===== config.mk =====
export PLATFORM = sky130hd
export DESIGN_NAME = i2c_target_tx
export DESIGN_NICKNAME = d
export VERILOG_FILES = /design/src/rtl/i2c_pkg.sv /design/src/rtl/i2c_bus_monitor.sv /design/src/rtl/i2c_target_tx.sv
export SDC_FILE = /design/constraint.sdc
export NUM_CORES = 1
export LEC_CHECK = 0
export ABC_CLOCK_PERIOD_IN_PS = 2300
export CAP_MARGIN = 20
export CORE_MARGIN = 2
export CORE_UTILIZATION = 35
export DETAILED_ROUTE_END_ITERATION = 10
export PLACE_DENSITY = 0.57
export SYNTH_ARGS = -nofsm -noshare
export SYNTH_HDL_FRONTEND = slang
export SYNTH_SLANG_ARGS = --single-unit

===== constraint.sdc =====
create_clock -name clk -period 2.3 [get_ports clk]
set_input_delay 0.46 -clock clk [delete_from_list [all_inputs] [get_ports clk]]
set_output_delay 0.46 -clock clk [all_outputs]
set_load 0.05 [all_outputs]

===== src/rtl/i2c_pkg.sv =====
// Shared I2C definitions: FSM state encoding and SDA edge patterns for START/STOP detection.
package i2c_pkg;

  typedef enum logic [2:0] {
    IDLE,
    ADDR,
    ADDR_ACK,
    TX_BIT,
    M_ACK,
    WAIT_STOP
  } i2c_state_e;

  // {previous, current} synchronized SDA levels; START is a fall, STOP a rise, both with SCL high.
  localparam logic [1:0] SDA_FALL_PAT = 2'b10;
  localparam logic [1:0] SDA_RISE_PAT = 2'b01;

  localparam logic [3:0] BITS_PER_BYTE = 4'd8;

endpackage


===== src/rtl/i2c_bus_monitor.sv =====
// Synchronizes SCL/SDA into the clk domain and flags SCL edges plus START/STOP conditions.
module i2c_bus_monitor
  import i2c_pkg::*;
#(
  parameter int SYNC_STAGES = 2
) (
  input  logic clk,
  input  logic rst,
  input  logic scl_i,
  input  logic sda_i,
  output logic sda_o,
  output logic scl_rise_o,
  output logic scl_fall_o,
  output logic start_o,
  output logic stop_o
);

  logic [SYNC_STAGES-1:0] scl_sync_q;
  logic [SYNC_STAGES-1:0] sda_sync_q;
  logic                   scl_prev_q;
  logic                   sda_prev_q;
  logic                   scl_cur;
  logic                   sda_cur;

  // Everything presets high so a reset looks like an idle bus and produces no spurious edges.
  always_ff @(posedge clk or posedge rst) begin
    if (rst) begin
      scl_sync_q <= '1;
      sda_sync_q <= '1;
      scl_prev_q <= 1'b1;
      sda_prev_q <= 1'b1;
    end else begin
      scl_sync_q[0] <= scl_i;
      sda_sync_q[0] <= sda_i;
      for (int i = 1; i < SYNC_STAGES; i++) begin
        scl_sync_q[i] <= scl_sync_q[i-1];
        sda_sync_q[i] <= sda_sync_q[i-1];
      end
      scl_prev_q <= scl_cur;
      sda_prev_q <= sda_cur;
    end
  end

  assign scl_cur    = scl_sync_q[SYNC_STAGES-1];
  assign sda_cur    = sda_sync_q[SYNC_STAGES-1];
  assign sda_o      = sda_cur;
  assign scl_rise_o = ~scl_prev_q & scl_cur;
  assign scl_fall_o = scl_prev_q & ~scl_cur;
  assign start_o    = scl_prev_q & scl_cur & ({sda_prev_q, sda_cur} == SDA_FALL_PAT);
  assign stop_o     = scl_prev_q & scl_cur & ({sda_prev_q, sda_cur} == SDA_RISE_PAT);

endmodule


===== src/rtl/i2c_target_tx.sv =====
// I2C read-only target: answers reads at TARGET_ADDR and shifts tx_data bytes out MSB-first.
module i2c_target_tx
  import i2c_pkg::*;
#(
  parameter logic [6:0] TARGET_ADDR = 7'h50,
  parameter int         SYNC_STAGES = 2
) (
  input  logic       clk,
  input  logic       rst,
  input  logic       scl,
  input  logic       sda_in,
  output logic       sda_oe,
  input  logic [7:0] tx_data,
  input  logic       tx_valid,
  output logic       tx_ready,
  output logic       busy,
  output logic       byte_done,
  output logic       master_nack,
  output logic       underrun
);

  i2c_state_e state_q;
  logic [7:0] shift_q;
  logic [3:0] bit_cnt_q;
  logic       sda_oe_q;
  logic       busy_q;
  logic       byte_done_q;
  logic       nack_q;
  logic       underrun_q;
  logic       acked_q;

  logic       sda_s;
  logic       scl_rise;
  logic       scl_fall;
  logic       start_det;
  logic       stop_det;
  logic       load_byte;
  logic [7:0] load_val;

  i2c_bus_monitor #(
    .SYNC_STAGES(SYNC_STAGES)
  ) u_monitor (
    .clk       (clk),
    .rst       (rst),
    .scl_i     (scl),
    .sda_i     (sda_in),
    .sda_o     (sda_s),
    .scl_rise_o(scl_rise),
    .scl_fall_o(scl_fall),
    .start_o   (start_det),
    .stop_o    (stop_det)
  );

  // A byte is fetched on the falling edge closing our address ACK or a master ACK.
  assign load_byte = ~start_det & ~stop_det & scl_fall &
                     ((state_q == ADDR_ACK) | ((state_q == M_ACK) & acked_q));
  assign load_val  = tx_valid ? tx_data : 8'hFF;
  assign tx_ready  = load_byte & tx_valid;

  always_ff @(posedge clk or posedge rst) begin
    if (rst) begin
      state_q     <= IDLE;
      shift_q     <= '0;
      bit_cnt_q   <= '0;
      sda_oe_q    <= 1'b0;
      busy_q      <= 1'b0;
      byte_done_q <= 1'b0;
      nack_q      <= 1'b0;
      underrun_q  <= 1'b0;
      acked_q     <= 1'b0;
    end else begin
      byte_done_q <= 1'b0;
      underrun_q  <= 1'b0;
      if (start_det) begin
        state_q   <= ADDR;
        bit_cnt_q <= '0;
        sda_oe_q  <= 1'b0;
        nack_q    <= 1'b0;
        acked_q   <= 1'b0;
      end else if (stop_det) begin
        state_q  <= IDLE;
        sda_oe_q <= 1'b0;
        busy_q   <= 1'b0;
      end else if (load_byte) begin
        shift_q    <= load_val;
        sda_oe_q   <= ~load_val[7];
        underrun_q <= ~tx_valid;
        bit_cnt_q  <= '0;
        acked_q    <= 1'b0;
        state_q    <= TX_BIT;
      end else begin
        case (state_q)
          IDLE: begin
            sda_oe_q <= 1'b0;
            busy_q   <= 1'b0;
          end
          ADDR: begin
            if (scl_rise && bit_cnt_q < BITS_PER_BYTE) begin
              shift_q   <= {shift_q[6:0], sda_s};
              bit_cnt_q <= bit_cnt_q + 4'd1;
            end else if (scl_fall && bit_cnt_q == BITS_PER_BYTE) begin
              if (shift_q[7:1] == TARGET_ADDR && shift_q[0]) begin
                sda_oe_q <= 1'b1;
                busy_q   <= 1'b1;
                state_q  <= ADDR_ACK;
              end else begin
                sda_oe_q <= 1'b0;
                state_q  <= WAIT_STOP;
              end
            end
          end
          ADDR_ACK: sda_oe_q <= 1'b1;
          TX_BIT: begin
            // Data only moves after SCL falls, so SDA is stable for the whole high phase.
            if (scl_fall) begin
              if (bit_cnt_q == BITS_PER_BYTE - 4'd1) begin
                sda_oe_q <= 1'b0;
                state_q  <= M_ACK;
              end else begin
                shift_q  <= {shift_q[6:0], 1'b0};
                sda_oe_q <= ~shift_q[6];
              end
              bit_cnt_q <= bit_cnt_q + 4'd1;
            end
          end
          M_ACK: begin
            if (scl_rise) begin
              byte_done_q <= 1'b1;
              if (sda_s) begin
                nack_q   <= 1'b1;
                sda_oe_q <= 1'b0;
                state_q  <= WAIT_STOP;
              end else begin
                acked_q <= 1'b1;
              end
            end
          end
          WAIT_STOP: sda_oe_q <= 1'b0;
          default: begin
            state_q  <= IDLE;
            sda_oe_q <= 1'b0;
          end
        endcase
      end
    end
  end

  assign sda_oe      = sda_oe_q;
  assign busy        = busy_q;
  assign byte_done   = byte_done_q;
  assign master_nack = nack_q;
  assign underrun    = underrun_q;

endmodule


==> key figures <==
Run status
  – Status: completed

STA
  – Fmax: 454 MHz
  – Period utilization: 95.7%
  – Minimum clock period: 2200 ps
  – Unrepaired setup endpoints after global routing: false
  – Final Hold Viols: 0
  – Max Slew Vio Count: 0
  – Slew @ Worst Pin: 645 ps
  – Worst relative slew slack: 56.4%
  – Final setup violation count: 0
  – TNS Setup: 0 ps
  – Final worst clock skew: 2.61 ps

Yosys
  – Number of flops mapped to enable cells by yosys: 0
  – Syn Inst Count: 154
  – Post-synthesis sequential area ratio: 45.3%
  – Avg Cell Area, Syn: 9.78 sq um
  – Area leader, netlist: dfrtp_1
  – Synthesized area: 0.00151 sq mm
  – Top post-synthesis cells by area: dfrtp_1 35%, dfstp_2 10%, nand3b_1 4.0%
  – Top-area cell type share of the netlist area: 34.9%
  – Top_reg_cell synth: dfrtp_1
  – Synth cell types: 48
  – Share of synthesized flip-flops with an asynchronous set or reset: 100%
  – Syn. warnings: 0
  – Yosys reg bits: 27
  – Post-Syn Nets: 169

Routing
  – WL/cell: 14.5 um
  – Antenna viol nets, final: 0
  – Routed vias: 1207
  – Drt total wl: 3280 um
  – Detailed-route DRC error count: 0
  – DR vias/cell: 5.34
  – Pre-antenna DRT Iters: 4
  – Drt first-iter violations: 58

Clocking
  – Worst-case clock buffer depth: 2
  – TritonCTS clock tree: built
  – Clock Sinks: 27
  – Root Driver: clkbuf_8
  – Cts hold-fix bufs: 0
  – H-tree depth: 1
  – Num CTS Buffers: 3
  – Clk_lat worst skew: 270 ps
  – Clock transition at path regs: 90 ps

Setup path
  – WS Path Type: flip-flop to output pin
  – Worst setup SP type: flip-flop
  – Worst EP required: 1840 ps
  – Critical path arrival: 1740 ps
  – Top fanout value on the critical path: 11
  – Crit end category: output pin

Power and ir drop
  – Pwr dens: 979 mW/mm^2
  – Static leakage: 0.000750 uW
  – Final Power: 1780 uW
  – Maximum vdd drop: 0.000374 V

Floorplanning
  – Die width: 69.6 um
  – Die height: 69.6 um
  – Ports: 19
  – Row Count: 23
  – Initial cell density of the core: 37.1%
  – Die area: 0.00484 sq mm
  – Core ar.: 0.00406 sq mm

Finish
  – Layout cells sized above 1: 14.2%
  – Final Net Count: 192
  – Layout area overhead: 20.9%
  – N_diodes: 0

Hold path
  – Hold Crit Class: flip-flop to flip-flop

Placement
  – IO Port Bufs: 18
  – Routability congestion estimate: 0.866
  – DP HPWL: 2410 um

Global routing
  – Largest net degree at the start of global routing: 28
  – First-pass GRT wire length: 5660 um
  – Vias in the first global route: 1189
  – Grt ovf: 0
  – Initial antenna violation count: 0
  – Total GRT Usage: 14.3%

Flow run
  – Max cap viols: 0
[kinds of logic after synthesis]
| group | count (synthesis) | synth area share (%) |
|---|---|---|
| AO/OA/AOI/OAI | 45 | 20.7 |
| XOR/XNOR | 3 | 1.74 |
| adder cells (fa/ha/maj) | 2 | 1.66 |
| buffers and inverters | 21 | 6.23 |
| flip-flops | 27 | 45.3 |
| multiplexers | 5 | 3.65 |
| AND/OR/NAND/NOR | 51 | 20.7 |
[cell type report]
type                       instances  area, sq um
timing repair buffer              25          243
multi-input combinational        106          736
tap                               50         62.6
sequential                        27          683
inverter                          14         52.6
fill                             395         2240
clock buffer                       4         45.0
[cell usage after synthesis (2+ instances only)]
library cell	instances
or3_1	2
and3b_1	2
clkbuf_1	2
o211ai_1	8
o21bai_1	2
a211o_1	2
a211oi_1	2
a21oi_1	6
o21ai_0	6
nor2_1	11
nand2_1	6
xnor2_1	2
nor4b_1	3
nand2b_1	6
nand3_1	4
buf_2	3
dfstp_2	6
dfrtp_1	21
mux2_2	3
o21ai_1	8
ha_1	2
nand3b_1	8
inv_1	14
[registers in the layout, indices dropped and copies added, names as in the netlist, 2 cells and up]
name	flops
shift_q	8
bit_cnt_q	4
state_q	3
u_monitor.scl_sync_q	2
u_monitor.sda_sync_q	2
[metal layers]
layer	GRT usage [%]	part of all wire (%)	vias up
met3	2.18	2.7	2
met5	0	0	-
met2	23.0	46	18
met4	3.92	0.82	0
li1	-	-	599
met1	20.1	50	588
[per-stage QoR]
step / hold WS [ps] / utilization (%) / instance area (sq um) / instances / setup slack, ps
floorplan: 345 / - / 1510 / 154 / 85.6
global placement: 346 / 43.6 / 1770 / 221 / 338
detailed placement: 348 / 43.6 / 1770 / 221 / 224
CTS: 362 / 44.7 / 1810 / 225 / 73.8
global route: 370 / 44.9 / 1820 / 226 / 19.2
finish: 360 / 44.9 / 1820 / 226 / 98.9
[worst max-delay path, stage by stage, from the launching register on]
cell	delay, ps
dfrtp_1	500
nand3b_1	250
a211oi_2	350
and2_2	230
buf_12	140
[power by group]
group | total [uW] | switching (uW) | internal (uW)
clock network | 268 | 144 | 124
registers | 757 | 145 | 612
logic | 758 | 396 | 363
total | 1780 | 685 | 1100
[cells in the final DEF (no fill, tap or decap), drive strengths merged, types with 2 or more instances in the layout]
| cell type | netlist | final |
|---|---|---|
| a211o | 2 | 2 |
| a211oi | 2 | 2 |
| a21oi | 6 | 6 |
| a221oi | 2 | 2 |
| and3b | 3 | 3 |
| buf | 5 | 8 |
| clkbuf | 2 | 4 |
| clkdlybuf4s50 | 0 | 17 |
| dfrtp | 21 | 21 |
| dfstp | 6 | 6 |
| ha | 2 | 2 |
| inv | 14 | 14 |
| mux2 | 4 | 4 |
| nand2 | 6 | 6 |
| nand2b | 6 | 6 |
| nand3 | 4 | 4 |
| nand3b | 8 | 8 |
| nor2 | 11 | 11 |
| nor3b | 2 | 2 |
| nor4b | 3 | 3 |
| o211ai | 8 | 8 |
| o21ai | 14 | 14 |
| o21bai | 2 | 2 |
| or3 | 2 | 2 |
| xnor2 | 2 | 2 |
[timing repair]
action / CTS / global route
hold endpoints to repair: 0 / 0
setup buffers: 0 / 1
resized for setup: 0 / 0
endpoints found under the setup margin: 0 / 1
[final timing paths]
| kind | cells past startpoint | slack (ps) | to | startpoint |
|---|---|---|---|---|
| max | 4 | 100 | tx_ready | state_q[1] |
| min | 0 | 360 | u_monitor.scl_sync_q[1] | u_monitor.scl_sync_q[0] |
| max reg2reg | 5 | 190 | sda_oe | u_monitor.scl_sync_q[1] |
| min reg2reg | 0 | 360 | u_monitor.scl_sync_q[1] | u_monitor.scl_sync_q[0] |
| max in group asynchronous | 3 | 1460 | u_monitor.scl_prev_q | rst |
| min in group asynchronous | 3 | 540 | master_nack | rst |
No activity file was read; power rests on OpenSTA's default activity.
